### config.mk
export PLATFORM = sky130hd
export DESIGN_NAME = dsp_mac_slice_flat
export DESIGN_NICKNAME = d
export VERILOG_FILES = /design/src/rtl/dsp_pkg.sv /design/src/rtl/dsp_mac_slice_if.sv /design/src/rtl/dsp_sat_add.sv /design/src/rtl/dsp_mac_slice.sv /design/src/flat_wrapper.sv
export SDC_FILE = /design/constraint.sdc
export NUM_CORES = 2
export LEC_CHECK = 0
export CORE_UTILIZATION = 62
export DETAILED_ROUTE_END_ITERATION = 10
export GPL_TIMING_DRIVEN = 0
export PLACE_DENSITY = 0.94
export SKIP_CTS_REPAIR_TIMING = 1
export SLEW_MARGIN = 0
export SYNTH_ARGS = -nofsm -noshare
export SYNTH_HDL_FRONTEND = slang
export SYNTH_SLANG_ARGS = --single-unit
### constraint.sdc
create_clock -name clk -period 7.7 [get_ports clk]
set_input_delay 1.155 -clock clk [delete_from_list [all_inputs] [get_ports clk]]
set_output_delay 1.155 -clock clk [all_outputs]
set_load 0.1 [all_outputs]
### src/rtl/dsp_pkg.sv
// Shared DSP datapath definitions: opmode bit positions and a signed range
// check used by the post-adder and other datapath blocks.
package dsp_pkg;

  localparam int OPM_PRESUB  = 0;
  localparam int OPM_POSTSUB = 1;
  localparam int OPM_ACC     = 2;
  localparam int OPM_PREBYP  = 3;

  // Widest intermediate the range check accepts; callers sign-extend into it.
  localparam int RANGE_W = 128;

  // True when v is representable as a signed value of the given width, i.e.
  // every bit above the target sign bit is a copy of that sign bit.
  function automatic logic fits_signed(input logic signed [RANGE_W-1:0] v,
                                       input int width);
    logic signed [RANGE_W-1:0] hi;
    hi = v >>> (width - 1);
    return (hi == '0) || (hi == '1);
  endfunction

endpackage

### src/rtl/dsp_mac_slice_if.sv
// Operand/result bundle for one MAC slice channel; the producer drives the
// master side and the slice sits on the slave side.
interface dsp_mac_slice_if #(
  parameter int A_W = 18,
  parameter int B_W = 18,
  parameter int C_W = 48,
  parameter int P_W = 48
);
  logic                  ce;
  logic                  in_valid;
  logic signed [A_W-1:0] A;
  logic signed [B_W-1:0] B;
  logic signed [B_W-1:0] D;
  logic signed [C_W-1:0] C;
  logic [3:0]            opmode;
  logic                  clr_acc;
  logic                  out_valid;
  logic signed [P_W-1:0] P;
  logic                  ovf;

  modport master (
    output ce, in_valid, A, B, D, C, opmode, clr_acc,
    input  out_valid, P, ovf
  );

  modport slave (
    input  ce, in_valid, A, B, D, C, opmode, clr_acc,
    output out_valid, P, ovf
  );
endinterface

### src/rtl/dsp_sat_add.sv
// Signed post-adder X +/- M computed one bit wider than either operand, with
// overflow flag against P_W and optional clamping.
module dsp_sat_add
  import dsp_pkg::*;
#(
  parameter int P_W      = 48,
  parameter int M_W      = 37,
  parameter bit SATURATE = 1'b0
) (
  input  logic signed [P_W-1:0] x,
  input  logic signed [M_W-1:0] m,
  input  logic                  sub,
  output logic signed [P_W-1:0] r,
  output logic                  ovf
);

  localparam int R_W = ((P_W > M_W) ? P_W : M_W) + 1;
  localparam logic signed [P_W-1:0] P_MAX = {1'b0, {(P_W-1){1'b1}}};
  localparam logic signed [P_W-1:0] P_MIN = {1'b1, {(P_W-1){1'b0}}};

  logic signed [R_W-1:0] sum;

  always_comb begin
    sum = sub ? (R_W'(x) - R_W'(m)) : (R_W'(x) + R_W'(m));
    ovf = !fits_signed(RANGE_W'(sum), P_W);
    if (ovf && SATURATE) r = sum[R_W-1] ? P_MIN : P_MAX;
    else                 r = sum[P_W-1:0];
  end

endmodule

### src/rtl/dsp_mac_slice.sv
// Four-stage pre-add / multiply / post-add slice with per-beat opmode, valid
// tracking, clock enable, accumulator mode and overflow detection.
module dsp_mac_slice
  import dsp_pkg::*;
#(
  parameter int A_W      = 18,
  parameter int B_W      = 18,
  parameter int C_W      = 48,
  parameter int P_W      = 48,
  parameter bit SATURATE = 1'b0
) (
  input logic            clk,
  input logic            rst_n,
  dsp_mac_slice_if.slave bus
);

  localparam int PRE_W = B_W + 1;
  localparam int M_W   = A_W + B_W + 1;

  typedef struct packed {
    logic                  v;
    logic [3:0]            op;
    logic signed [A_W-1:0] a;
    logic signed [B_W-1:0] b;
    logic signed [B_W-1:0] d;
    logic signed [C_W-1:0] c;
  } s1_t;

  typedef struct packed {
    logic                    v;
    logic                    acc;
    logic                    post_sub;
    logic signed [A_W-1:0]   a;
    logic signed [PRE_W-1:0] pre;
    logic signed [C_W-1:0]   c;
  } s2_t;

  typedef struct packed {
    logic                  v;
    logic                  acc;
    logic                  post_sub;
    logic signed [M_W-1:0] m;
    logic signed [C_W-1:0] c;
  } s3_t;

  s1_t s1_q, s1_d;
  s2_t s2_q, s2_d;
  s3_t s3_q, s3_d;
  logic signed [P_W-1:0] p_q, p_d;
  logic                  ovf_q, ovf_d;
  logic                  out_valid_q, out_valid_d;

  logic signed [P_W-1:0] acc_x;
  logic signed [P_W-1:0] sum_p;
  logic                  sum_ovf;

  // A clear landing on an accumulate beat replaces the old P with zero.
  always_comb begin
    if (s3_q.acc) acc_x = bus.clr_acc ? '0 : p_q;
    else          acc_x = P_W'($signed(s3_q.c));
  end

  dsp_sat_add #(
    .P_W      (P_W),
    .M_W      (M_W),
    .SATURATE (SATURATE)
  ) u_sat_add (
    .x   (acc_x),
    .m   (s3_q.m),
    .sub (s3_q.post_sub),
    .r   (sum_p),
    .ovf (sum_ovf)
  );

  // NOTE: every *_d starts from its *_q, so no path leaves a signal unassigned
  // and no latch is inferred; with ce=0 that default is also the hold.
  always_comb begin
    s1_d        = s1_q;
    s2_d        = s2_q;
    s3_d        = s3_q;
    p_d         = p_q;
    ovf_d       = ovf_q;
    out_valid_d = out_valid_q;
    if (bus.ce) begin
      s1_d.v  = bus.in_valid;
      s1_d.op = bus.opmode;
      s1_d.a  = bus.A;
      s1_d.b  = bus.B;
      s1_d.d  = bus.D;
      s1_d.c  = bus.C;

      s2_d.v        = s1_q.v;
      s2_d.acc      = s1_q.op[OPM_ACC];
      s2_d.post_sub = s1_q.op[OPM_POSTSUB];
      s2_d.a        = s1_q.a;
      s2_d.c        = s1_q.c;
      if (s1_q.op[OPM_PREBYP])      s2_d.pre = PRE_W'($signed(s1_q.b));
      else if (s1_q.op[OPM_PRESUB]) s2_d.pre = PRE_W'($signed(s1_q.b)) - PRE_W'($signed(s1_q.d));
      else                          s2_d.pre = PRE_W'($signed(s1_q.b)) + PRE_W'($signed(s1_q.d));

      s3_d.v        = s2_q.v;
      s3_d.acc      = s2_q.acc;
      s3_d.post_sub = s2_q.post_sub;
      s3_d.c        = s2_q.c;
      s3_d.m        = M_W'($signed(s2_q.a)) * M_W'($signed(s2_q.pre));

      out_valid_d = s3_q.v;
      if (s3_q.v) begin
        p_d   = sum_p;
        ovf_d = sum_ovf;
      end else if (bus.clr_acc) begin
        p_d   = '0;
        ovf_d = 1'b0;
      end
    end
  end

  // NOTE: state updates use non-blocking assignments, and the asynchronous
  // reset clears every stage (data included) so no stale beat survives it.
  always_ff @(posedge clk or negedge rst_n) begin
    if (!rst_n) begin
      s1_q        <= '0;
      s2_q        <= '0;
      s3_q        <= '0;
      p_q         <= '0;
      ovf_q       <= 1'b0;
      out_valid_q <= 1'b0;
    end else begin
      s1_q        <= s1_d;
      s2_q        <= s2_d;
      s3_q        <= s3_d;
      p_q         <= p_d;
      ovf_q       <= ovf_d;
      out_valid_q <= out_valid_d;
    end
  end

  assign bus.P         = p_q;
  assign bus.ovf       = ovf_q;
  assign bus.out_valid = out_valid_q;

endmodule

### src/flat_wrapper.sv
// flat-port wrapper written by rule: the top's interface ports become plain ports
module dsp_mac_slice_flat import dsp_pkg::*;
#(
  parameter int A_W      = 18,
  parameter int B_W      = 18,
  parameter int C_W      = 48,
  parameter int P_W      = 48,
  parameter bit SATURATE = 1'b0
)
  (clk, rst_n, bus_ce, bus_in_valid, bus_A, bus_B, bus_D, bus_C, bus_opmode, bus_clr_acc, bus_out_valid, bus_P, bus_ovf);
  dsp_mac_slice_if #(.A_W(A_W), .B_W(B_W), .C_W(C_W), .P_W(P_W)) bus_i ();
  input logic clk;
  input logic rst_n;
  input wire logic [$bits(bus_i.ce)-1:0] bus_ce;
  input wire logic [$bits(bus_i.in_valid)-1:0] bus_in_valid;
  input wire logic [$bits(bus_i.A)-1:0] bus_A;
  input wire logic [$bits(bus_i.B)-1:0] bus_B;
  input wire logic [$bits(bus_i.D)-1:0] bus_D;
  input wire logic [$bits(bus_i.C)-1:0] bus_C;
  input wire logic [$bits(bus_i.opmode)-1:0] bus_opmode;
  input wire logic [$bits(bus_i.clr_acc)-1:0] bus_clr_acc;
  output wire logic [$bits(bus_i.out_valid)-1:0] bus_out_valid;
  output wire logic [$bits(bus_i.P)-1:0] bus_P;
  output wire logic [$bits(bus_i.ovf)-1:0] bus_ovf;
  assign bus_i.ce = bus_ce;
  assign bus_i.in_valid = bus_in_valid;
  assign bus_i.A = bus_A;
  assign bus_i.B = bus_B;
  assign bus_i.D = bus_D;
  assign bus_i.C = bus_C;
  assign bus_i.opmode = bus_opmode;
  assign bus_i.clr_acc = bus_clr_acc;
  assign bus_out_valid = bus_i.out_valid;
  assign bus_P = bus_i.P;
  assign bus_ovf = bus_i.ovf;
  dsp_mac_slice #(.A_W(A_W), .B_W(B_W), .C_W(C_W), .P_W(P_W), .SATURATE(SATURATE)) u_core (.clk(clk), .rst_n(rst_n), .bus(bus_i));
endmodule
# --- Word level (Yosys, flattened, before mapping) ---
# Cells that the tools add are included.
op_classes:
  n_mul: 1
  eq_ne: 1
  add_sub_neg: 4
  muxes: 8
  reduce_logical: 5
op_table:
  columns: ["operator", "n"]
  rows:
  - ["$mux W48", 3]
  - ["$eq A128 B128 Y1 const B", 1]
  - ["$logic_not A128 Y1", 1]
  - ["$add A48 B37 Y49", 1]
  - ["$mux W49", 1]
  - ["$sub A48 B37 Y49", 1]
  - ["$mux W19", 2]
  - ["$mul A18 B19 Y37", 1]
  - ["$add A18 B18 Y19", 1]
  - ["$sub A18 B18 Y19", 1]
  - ["$mux W1", 2]
  - ["$reduce_and A2 Y1", 1]
  - ["$reduce_bool A2 Y1", 1]
  - ["$logic_not A1 Y1", 1]
  - ["$logic_or A1 B1 Y1", 1]
totals:
  output_inout_bits: 50
  wordCells: 39
  ff_bits: 333
  input_bits: 111

# --- Longest topological paths before layout ---
depth:
  depth_word: 8
  ltp_mapped: 28
  mapped_depth_nobuf: 26

# --- By module ---
# Synthesis repeated with hierarchy kept, for this count alone.
unflattened:
  cells_unflattened: 3135
  area_unflattened_um2: 30616.9
modules_own_cells:
  columns: ["mod", "area_per_inst_um2", "cells_each", "n_inst"]
  rows:
  - ["dsp_mac_slice", 26997.1, 2607, 1]
  - ["dsp_sat_add", 3619.7, 528, 1]

# --- Least setup slack after synthesis ---
# No wires, ideal clock.
synth_timing:
  path_type: "reg2reg"
  from: "register u_core.s2_q[66] (netlist name)"
  to: "register u_core.s3_q[83] (netlist name)"
  n_path_buf: 2
  arrival_time_ns: 6.309
  path_slack_ns: 1.266
  setup_ns: 0.125
  stages_incl_launch_ff: 22
  cell_sequence: "dfrtp_1 -> clkbuf_1 -> clkbuf_1 -> nand2_1 -> fa_1 -> inv_1 -> fa_1 -> fa_1 -> fa_1 -> fa_1 -> inv_1 -> fa_1 -> inv_1 -> ha_1 -> inv_1 -> or3_1 -> o311ai_0 -> a21oi_1 -> o21ai_0 -> a21oi_1 -> xnor2_1 -> mux2_2"
synth_between:
  elab_chain_cells: 1
synth_rtl:
  columns: ["item", "line_no", "source"]
  rows:
  - ["start, declared", "dsp_mac_slice.sv:47", "s2_t s2_q, s2_d;"]
  - ["start signal, assigned", "dsp_mac_slice.sv:123", "s2_q <= '0;"]
  - ["start signal, assigned", "dsp_mac_slice.sv:130", "s2_q <= s2_d;"]
  - ["$mul A18 B19 Y37", "dsp_mac_slice.sv:105", "s3_d.m = M_W'($signed(s2_q.a)) * M_W'($signed(s2_q.pre));"]
  - ["end signal, assigned", "dsp_mac_slice.sv:124", "s3_q <= '0;"]
  - ["end signal, assigned", "dsp_mac_slice.sv:131", "s3_q <= s3_d;"]
  - ["end, declared", "dsp_mac_slice.sv:48", "s3_t s3_q, s3_d;"]
# Every way passes these cells.
# A chain may end at the register's enable or synchronous reset.

# --- Worst setup path in the final report ---
layout_timing:
  from: "register u_core.s2_q[56] (netlist name)"
  to: "register u_core.s3_q[84] (netlist name)"
# The elaborated chain is that of the path after synthesis.

==> run metrics <==
Gate Count Post-Synth 3,115; CP required around 8200 ps; drt total wl about 90,000 um; Least-Margin Pin Slew roughly 1300 ps; clk slew on worst S/H paths 60 ps; setup_tns 0 ps; Via density approximately 6.3; total CTS buffers 37; residual DRC count 0; core box area 47,800 sq um; die area between 40,000 and 50,000 sq um; CP Class flip-flop to flip-flop; antenna violations before repair 4; post-synthesis sequential area ratio 27.6%; Crit. End Element flip-flop; status completed; fin crit share 98.6%; max-cap violation count 0; FF+latch count, synth 333; vias in the first global route 26,791; CTS sink count 333; Synth warnings 0; Area Overhead vs Synth 12.4%; height of the chip 223 um; DP HPWL 63,600 um; gr usage total ~38%; Synth cell types 77; htree depth 2; Mapped Nets between 3,000 and 4,000; setup violators final 0; # rows 80; Async S/R FF share, synth 100%; Worst Hold Class primary input to asynchronous set/reset pin; Worst EP arrival 8050 ps; Overflow after GRT 0; Primary FF master, synth dfrtp_1; EDFF count, synth 0; largest net degree at the start of global routing 122; Synth top area share 27.6%; DRT Pass-1 Iters 6; final hold vios 0; first-pass GRT wire length 143,000 um; I/O Buffers 160; drt wl/cell 22.8 um; Avg Inst Size Synth 9.68 sq um; initial core utilization 63.0%; pre-CTS WS -154 ps; GPL Wtd Cong 0.981; fin worst setup slack 104 ps; nets 3,926; Worst slew margin 14.8%; CP Max Fanout 10; layout cells sized above 1 ~9.8%; total I/O pin count 161; violation count after the first detailed-route iteration ~3,000; Post-DRT Antenna Nets 0; Area contributors post-synth dfrtp_1, fa_1, mux2_2; post-synthesis cell area slightly above 30,000 sq um; worst-case clock buffer depth 3; Worst setup SP type flip-flop; routed vias 24,934; Die Width ~220 um; final core utilization 70.9%; CTS tree built; Slew Viols, Final 0; clock root cell clkbuf_16; Synth area leader dfrtp_1; worst skew pair latency approximately 600 ps; Worst Skew 38.9 ps; Max Clk Rate 132 MHz; minimum clock period 7600 ps
cell usage after synthesis, drive strengths merged, types with 18 or more instances:
cell type / number
a21oi: 153
mux2: 202
inv: 466
a21o: 40
xnor2: 115
nor2: 113
nand2: 352
clkbuf: 138
a31oi: 20
nand3: 22
nor3: 29
buf: 18
and2: 179
xor2: 30
o21ai: 196
nor2b: 20
ha: 163
fa: 347
dfrtp: 333
final timing paths:
kind | from | end | slack, ps | depth (start not counted)
hold / removal | rst_n | u_core.s1_q[10] | 470 | 1
hold reg to reg | u_core.s2_q[42] | u_core.s3_q[42] | 490 | 2
setup reg to reg | u_core.s2_q[56] | u_core.s3_q[84] | 100 | 23
min in group clk | u_core.s2_q[42] | u_core.s3_q[42] | 490 | 2
max in group asynchronous | rst_n | u_core.s1_q[92] | 5990 | 3
setup / recovery | u_core.s2_q[56] | u_core.s3_q[84] | 100 | 23
registers in the layout, indices dropped and copies added, names as in the netlist:
| signal | flops |
|---|---|
| u_core.s1_q | 107 |
| u_core.s2_q | 88 |
| u_core.s3_q | 88 |
| u_core.bus.P | 48 |
| u_core.bus.out_valid | 1 |
| u_core.bus.ovf | 1 |
routing by layer:
| layer | global-route usage (%) | part of all wire [%] | up-vias |
|---|---|---|---|
| met4 | 27.8 | 8.7 | 4 |
| met1 | 44.1 | 34 | 12077 |
| met3 | 12.0 | 12 | 620 |
| met2 | 58.1 | 45 | 1874 |
| li1 | - | - | 10359 |
| met5 | 0 | 0.029 | - |
per-stage QoR:
stage / cell area (sq um) / instances / hold WS (ps)
floorplan: 30200 / 3115 / 449
global placement: 32500 / 3890 / 461
detailed placement: 32600 / 3893 / 475
CTS: 33900 / 3956 / 481
global route: 33900 / 3946 / 505
finish: 33900 / 3948 / 472
cell families (layout without fill, tap and decap cells):
logic type | after synthesis | after routing | synth area share (%)
buffers and inverters | 622 | 836 | 7.78
XOR/XNOR | 145 | 145 | 4.21
other | 0 | 4 | 0
AO/OA/AOI/OAI | 502 | 502 | 10.0
AND/OR/NAND/NOR | 788 | 788 | 12.6
flip-flops | 333 | 333 | 27.6
multiplexers | 215 | 215 | 8.02
adder cells (fa/ha/maj) | 510 | 510 | 29.8
worst max-delay path: stages (launching register included):
cell and delay [ps]:
dfrtp_2 570, clkbuf_2 390, nand2_1 150, fa_1 570, inv_1 50, fa_1 490
fa_1 710, fa_1 510, fa_1 510, inv_1 50, fa_1 470, inv_1 40
ha_1 310, and3_1 180, a221o_1 350, a21o_1 210, a31oi_2 260, o21ai_1 140
a221o_1 350, a41oi_2 280, a21oi_1 180, a31oi_1 250, xnor2_1 260, a21oi_1 130
cells in the final DEF (no fill, tap or decap), types with 6 or more instances in the layout:
cell | Yosys | routed
nor3_1 | 28 | 28
a21o_1 | 40 | 40
o21ai_0 | 185 | 185
nand3b_1 | 6 | 6
and2_1 | 178 | 178
nor2_1 | 113 | 113
clkbuf_16 | 0 | 37
and3_1 | 11 | 11
nor4_1 | 8 | 8
o21bai_1 | 15 | 15
o21a_1 | 11 | 11
clkdlybuf4s50_1 | 0 | 159
a21oi_1 | 152 | 151
nand4_1 | 11 | 11
xnor2_1 | 115 | 115
or3_1 | 6 | 6
nand3_1 | 22 | 22
ha_1 | 163 | 162
nand2_1 | 352 | 352
clkbuf_2 | 0 | 15
a31oi_1 | 16 | 16
xor2_1 | 30 | 30
buf_1 | 15 | 15
mux2i_1 | 12 | 12
o21ai_1 | 10 | 10
nand2b_1 | 12 | 12
fa_1 | 347 | 346
nor2b_1 | 20 | 20
inv_1 | 466 | 465
clkbuf_1 | 138 | 111
dfrtp_1 | 333 | 324
a211oi_1 | 9 | 9
mux2_2 | 202 | 202
dfrtp_2 | 0 | 9
clkbuf_8 | 0 | 10
final cells by class:
class	count	area [sq um]
Timing Repair Buffer	165	1700
Multi-Input combinational cell	2160	19500
Antenna cell	4	10.0
Clock buffer	51	1080
Buffer	142	564
Sequential cell	333	8340
Tap cell	615	769
Fill cell	2986	13900
Clock inverter	12	195
Inverter	466	1750
Power is not shown: default switching activity piles up to over one toggle a cycle in this logic, so the estimate is an artifact.
